--- src/rtl/alu_exec_ctrl.sv ---
// Multicycle execute-stage sequencer: decodes a MIPS instruction onto the
// combinational ALU's inputs, captures its result and hands it downstream.
module alu_exec_ctrl #(
   parameter bit ENABLE_HAMD = 1'b1
) (
   input  logic        clock,
   input  logic        resetn,
   input  logic        in_valid,
   output logic        in_ready,
   input  logic [31:0] instr,
   input  logic [31:0] rs_val,
   input  logic [31:0] rt_val,
   output logic [31:0] alu_a,
   output logic [31:0] alu_b,
   output logic [3:0]  alu_aluc,
   input  logic [31:0] alu_s,
   input  logic        alu_z,
   output logic        out_valid,
   input  logic        out_ready,
   output logic [31:0] result,
   output logic [4:0]  dest,
   output logic        wreg,
   output logic        branch_taken,
   output logic        illegal
);

   typedef enum logic [1:0] {IDLE, EXEC, DONE} state_t;

   state_t state, state_nxt;

   logic [5:0]  op, funct;
   logic [4:0]  rs_f, rt_f, rd_f, sa_f;
   logic [15:0] imm;
   logic        accept;

   logic [31:0] dec_a, dec_b;
   logic [3:0]  dec_aluc;
   logic [4:0]  dec_dest;
   logic        dec_legal, dec_beq, dec_bne, dec_wreg;

   logic        beq_q, bne_q;

   assign op    = instr[31:26];
   assign rs_f  = instr[25:21];
   assign rt_f  = instr[20:16];
   assign rd_f  = instr[15:11];
   assign sa_f  = instr[10:6];
   assign funct = instr[5:0];
   assign imm   = instr[15:0];

   assign accept = (state == IDLE) && in_valid;

   always_ff @(posedge clock) begin
      if (!resetn) state <= IDLE;
      else         state <= state_nxt;
   end

   always_comb begin
      state_nxt = state;
      case (state)
         IDLE:    if (in_valid)  state_nxt = EXEC;
         EXEC:                   state_nxt = DONE;
         DONE:    if (out_ready) state_nxt = IDLE;
         default:                state_nxt = IDLE;
      endcase
   end

   always_comb begin
      in_ready  = (state == IDLE);
      out_valid = (state == DONE);
   end

   // rs_f is unused by the decoder; register numbers only matter for dest
   always_comb begin
      dec_a     = rs_val;
      dec_b     = rt_val;
      dec_aluc  = 4'b0000;
      dec_dest  = rd_f;
      dec_legal = 1'b1;
      dec_beq   = 1'b0;
      dec_bne   = 1'b0;
      case (op)
         6'b000000: begin
            case (funct)
               6'b100000, 6'b100001: dec_aluc = 4'b0000;
               6'b100010, 6'b100011: dec_aluc = 4'b0100;
               6'b100100:            dec_aluc = 4'b0001;
               6'b100101:            dec_aluc = 4'b0101;
               6'b100110:            dec_aluc = 4'b0010;
               6'b101000: begin
                  if (ENABLE_HAMD) dec_aluc  = 4'b1011;
                  else             dec_legal = 1'b0;
               end
               6'b000000: begin dec_aluc = 4'b0011; dec_a = {27'b0, sa_f}; end
               6'b000010: begin dec_aluc = 4'b0111; dec_a = {27'b0, sa_f}; end
               6'b000011: begin dec_aluc = 4'b1111; dec_a = {27'b0, sa_f}; end
               default:              dec_legal = 1'b0;
            endcase
         end
         6'b001000, 6'b001001: begin dec_dest = rt_f; dec_aluc = 4'b0000; dec_b = {{16{imm[15]}}, imm}; end
         6'b001100: begin dec_dest = rt_f; dec_aluc = 4'b0001; dec_b = {16'b0, imm}; end
         6'b001101: begin dec_dest = rt_f; dec_aluc = 4'b0101; dec_b = {16'b0, imm}; end
         6'b001110: begin dec_dest = rt_f; dec_aluc = 4'b0010; dec_b = {16'b0, imm}; end
         6'b001111: begin dec_dest = rt_f; dec_aluc = 4'b0110; dec_b = {16'b0, imm}; end
         6'b000100: begin dec_dest = rt_f; dec_aluc = 4'b0100; dec_beq = 1'b1; end
         6'b000101: begin dec_dest = rt_f; dec_aluc = 4'b0100; dec_bne = 1'b1; end
         default:   dec_legal = 1'b0;
      endcase
      if (!dec_legal) begin
         dec_a    = '0;
         dec_b    = '0;
         dec_aluc = 4'b0000;
         dec_dest = '0;
         dec_beq  = 1'b0;
         dec_bne  = 1'b0;
      end
   end

   assign dec_wreg = dec_legal && !dec_beq && !dec_bne && (dec_dest != 5'd0);

   always_ff @(posedge clock) begin
      if (!resetn) begin
         alu_a        <= '0;
         alu_b        <= '0;
         alu_aluc     <= '0;
         result       <= '0;
         dest         <= '0;
         wreg         <= 1'b0;
         branch_taken <= 1'b0;
         illegal      <= 1'b0;
         beq_q        <= 1'b0;
         bne_q        <= 1'b0;
      end else if (accept) begin
         alu_a    <= dec_a;
         alu_b    <= dec_b;
         alu_aluc <= dec_aluc;
         dest     <= dec_dest;
         wreg     <= dec_wreg;
         illegal  <= !dec_legal;
         beq_q    <= dec_beq;
         bne_q    <= dec_bne;
      end else if (state == EXEC) begin
         result       <= illegal ? '0 : alu_s;
         branch_taken <= (beq_q && alu_z) || (bne_q && !alu_z);
      end
   end

endmodule

--- config.mk ---
export PLATFORM = sky130hd
export DESIGN_NAME = alu_exec_ctrl
export DESIGN_NICKNAME = d
export VERILOG_FILES = /design/src/rtl/alu_exec_ctrl.sv
export SDC_FILE = /design/constraint.sdc
export NUM_CORES = 1
export LEC_CHECK = 0
export ABC_AREA = 1
export BUFFER_PORTS_ARGS = -buffer_cell sky130_fd_sc_hd__buf_2
export CAP_MARGIN = 0
export CORE_UTILIZATION = 41
export CTS_CLUSTER_DIAMETER = 100
export DETAILED_ROUTE_END_ITERATION = 7
export GPL_ROUTABILITY_DRIVEN = 0
export GPL_TIMING_DRIVEN = 0
export MAX_ROUTING_LAYER = met4
export PLACE_DENSITY_LB_ADDON = 0.3
export SLEW_MARGIN = 20
export SYNTH_ARGS = -nofsm -noshare
export SYNTH_HDL_FRONTEND = slang
export SYNTH_SLANG_ARGS = --single-unit
--- constraint.sdc ---
create_clock -name clock -period 1.4 [get_ports clock]
set_input_delay 0.07 -clock clock [delete_from_list [all_inputs] [get_ports clock]]
set_output_delay 0.07 -clock clock [all_outputs]
set_load 0.1 [all_outputs]
==> impl_metrics.ini <==
[yosys]
synthTopCellsByCount = nand2_1 (189), dfxtp_1 (112), a21oi_1 (98)
synth_area_per_cell_um2 = 7.60
synth-compound-area-share = 0.183
synth-edff-count = 0
synth_area_leader_cell = dfxtp_1
synth_ff_type = dfxtp_1
synth_simple_gate_area_frac = 0.276
synth_cells = 622
synth_fp_nets = 755
synth_top_family_by_area = simple AND/OR/NAND/NOR gates
yosysMostFrequentCell = nand2_1
synthAdderAreaFrac = 0
synth-seq-area-share = 0.474
synth_area_leaders = dfxtp_1 (47%), nand2_1 (15%), a21oi_1 (10%)
synthMuxAreaShare = 0
netlist.area_leader.share = 0.474
synth-xor-area-share = 0
ys_seq_elements = 112
synth_cell_types = 30
ys_warn_count = 0
async_reset_ff_frac = 0
netlist_area_mm2 = 0.00473

[sta]
setup_viol = 1
fin_hold_ws_ns = 0.0110
fin_crit_sh = 1.01
drv_slew = 0
hold_violations = 0
fin_ws_ns = -0.00974
fin_worst_skew_ns = 0.00734
finalCriticalPeriod_ns = 1.41
slew_headroom = 0.594
fmax_mhz = 709
tightest_slew_ns = 0.609
rsz0062_at_grt = true

[floorplanning]
die_h_um = 109
ios = 243
initial_core_util = 0.429
core_mm2 = 0.0110
dieArea_mm2 = 0.0120
fp.dieW_um = 109
placement_rows = 38

[worst_hold_path]
hp-class = in -> reg
min-delay-start = alu_s[29]

[power]
peakVddDrop_mv = 0.760
p_leak_uw = 0.00340
power.share.switching = 0.303
power_density_mw_per_mm2 = 1030
p_seq_frac = 0.426
power.net_switching_uw = 2350
p_int_uw = 5420
combPwrFrac = 0.220
p_clk_frac = 0.354

[detailed_routing]
wl_per_cell_um = 15.2
drc = 0
final_antenna_net_count = 0
vias_per_cell = 5.10
totalWireLength_um = 16600
vias = 5575
drt-initial-drc-count = 495
firstDrtPassIters = 5

[clock_tree]
cts.path.max_buffers = 2
clock_sinks = 112
path_clk_slew_ns = 0.07
cts_buffers = 9
cts_tree = yes
worstSkewPairLatency_ns = 0.34
htree_levels = 3
cts_root_buf = clkbuf_16

[layout]
final_nets = 1079
final_area_mm2 = 0.00752
drive_gt1_frac = 0.377
area_growth_pct = 58.9

[global_routing]
grt_pass1_wl_um = 23800
gr-total-overflow = 0
grt_antenna_before_repair = 2
grt_util_all_layers = 0.269
grt_max_degree = 17
grt_pass1_vias = 5092

[worst_setup_path]
slowest_stage = dfxtp_4
r2r_start = state[0]
crit_required_ns = 1.67
start_kind = flop
crit_top_cell = nand2_4
slowest_delay_ns = 0.36
worstSetupEndpointType = flop
cp_max_fo = 5
crit_type = reg -> reg
crit_arrival_ns = 1.68
r2r_setup_slack_ns = -0.01
startpoint = state[0]
cp_cell_sequence = nor2_4, nand2_4, inv_4, nand2_4, inv_6, buf_12, buf_8, nand3_1, a21oi_1

[outcome]
violations = negative setup slack
status = finished, violations left

[placed_design]
post-dp-hpwl_um = 11100
pre_cts_slack_ns = -0.486
placed_cell_area_mm2 = 0.00612
io_buffers = 236

[run]
maxCapViolations = 0
-- power groups by stage --
stage	sequential [uW]	clock (uW)	combinational [uW]
floorplan	3960	0	451
global placement	3380	0	1440
detailed placement	3380	0	1440
CTS	3310	2780	1590
global route	3320	2910	1810
finish	3310	2750	1710
-- sequential cells by signal (all words and copies together) (netlist names) --
signal	cells
alu_b	32
bne_q	1
alu_a	32
alu_aluc	4
dest	5
illegal	1
branch_taken	1
beq_q	1
state	2
wreg	1
result	32
-- cell families after synthesis --
logic type             Yosys count
AO/OA/AOI/OAI                  145
buffers and inverters           67
flip-flops                     112
AND/OR/NAND/NOR                298
-- stage by stage --
stage	instances	setup TNS [ns]	utilization	total power (uW)
floorplan	622	-20.55	-	4410
global placement	998	-30.23	0.554	4820
detailed placement	998	-30.18	0.554	4830
CTS	1075	0	0.642	7690
global route	1093	-0.757	0.681	8040
finish	1093	-0.00974	0.681	7770
-- area by class of cell --
type | instances | area (um^2)
inverters | 22 | 92.6
repair buffers | 314 | 2060
multi-input cells | 443 | 2330
clock buffers | 13 | 250
plain buffers | 44 | 297
fillers | 888 | 3510
well taps | 140 | 175
flip-flops and latches | 112 | 2250
clock inverters | 3 | 65.1
diodes | 2 | 5.00
-- critical path: cells and delay by family, from the launching register on --
kind | cells | cell delay [ns]
buf+inv | 4 | 0.42
simple gates | 4 | 0.37
flops | 1 | 0.36
compound gates | 1 | 0.17
-- routing by layer --
layer | vias to the layer above | track usage | share of wire | routed length (um)
met2 | 287 | 0.441 | 0.48 | 7980
met3 | 26 | 0.0676 | 0.085 | 1410
met5 | - | - | 0 | 0
met4 | 0 | 0.128 | 0.022 | 373
li1 | 2753 | - | - | -
met1 | 2509 | 0.307 | 0.41 | 6870
-- final timing paths --
check,to,cells past startpoint
worst max-delay path,alu_a[13],9
worst min-delay path,result[29],3
worst max register to register,alu_a[13],9
worst min register to register,branch_taken,2
-- layout by cell type, fill, tap and decap left out, drive strengths merged --
| master | instances |
|---|---|
| a211oi | 1 |
| a21oi | 105 |
| a31oi | 1 |
| buf | 264 |
| bufinv | 2 |
| clkbuf | 47 |
| clkinv | 1 |
| dfxtp | 112 |
| diode | 2 |
| dlygate4sd3 | 60 |
| inv | 22 |
| nand2 | 192 |
| nand3 | 84 |
| nand4 | 2 |
| nor2 | 14 |
| nor4 | 1 |
| o211ai | 23 |
| o21ai | 12 |
| o221ai | 1 |
| o31ai | 2 |
| or2 | 5 |
-- what timing repair did --
action,CTS,global route
buffers inserted,1,11
hold endpoints to repair,60,0
pin swaps,2,14
resized for setup,14,59
gates cloned,0,6
hold buffers,60,0
endpoints found under the setup margin,72,89
Power figures use the tool's default switching activity.
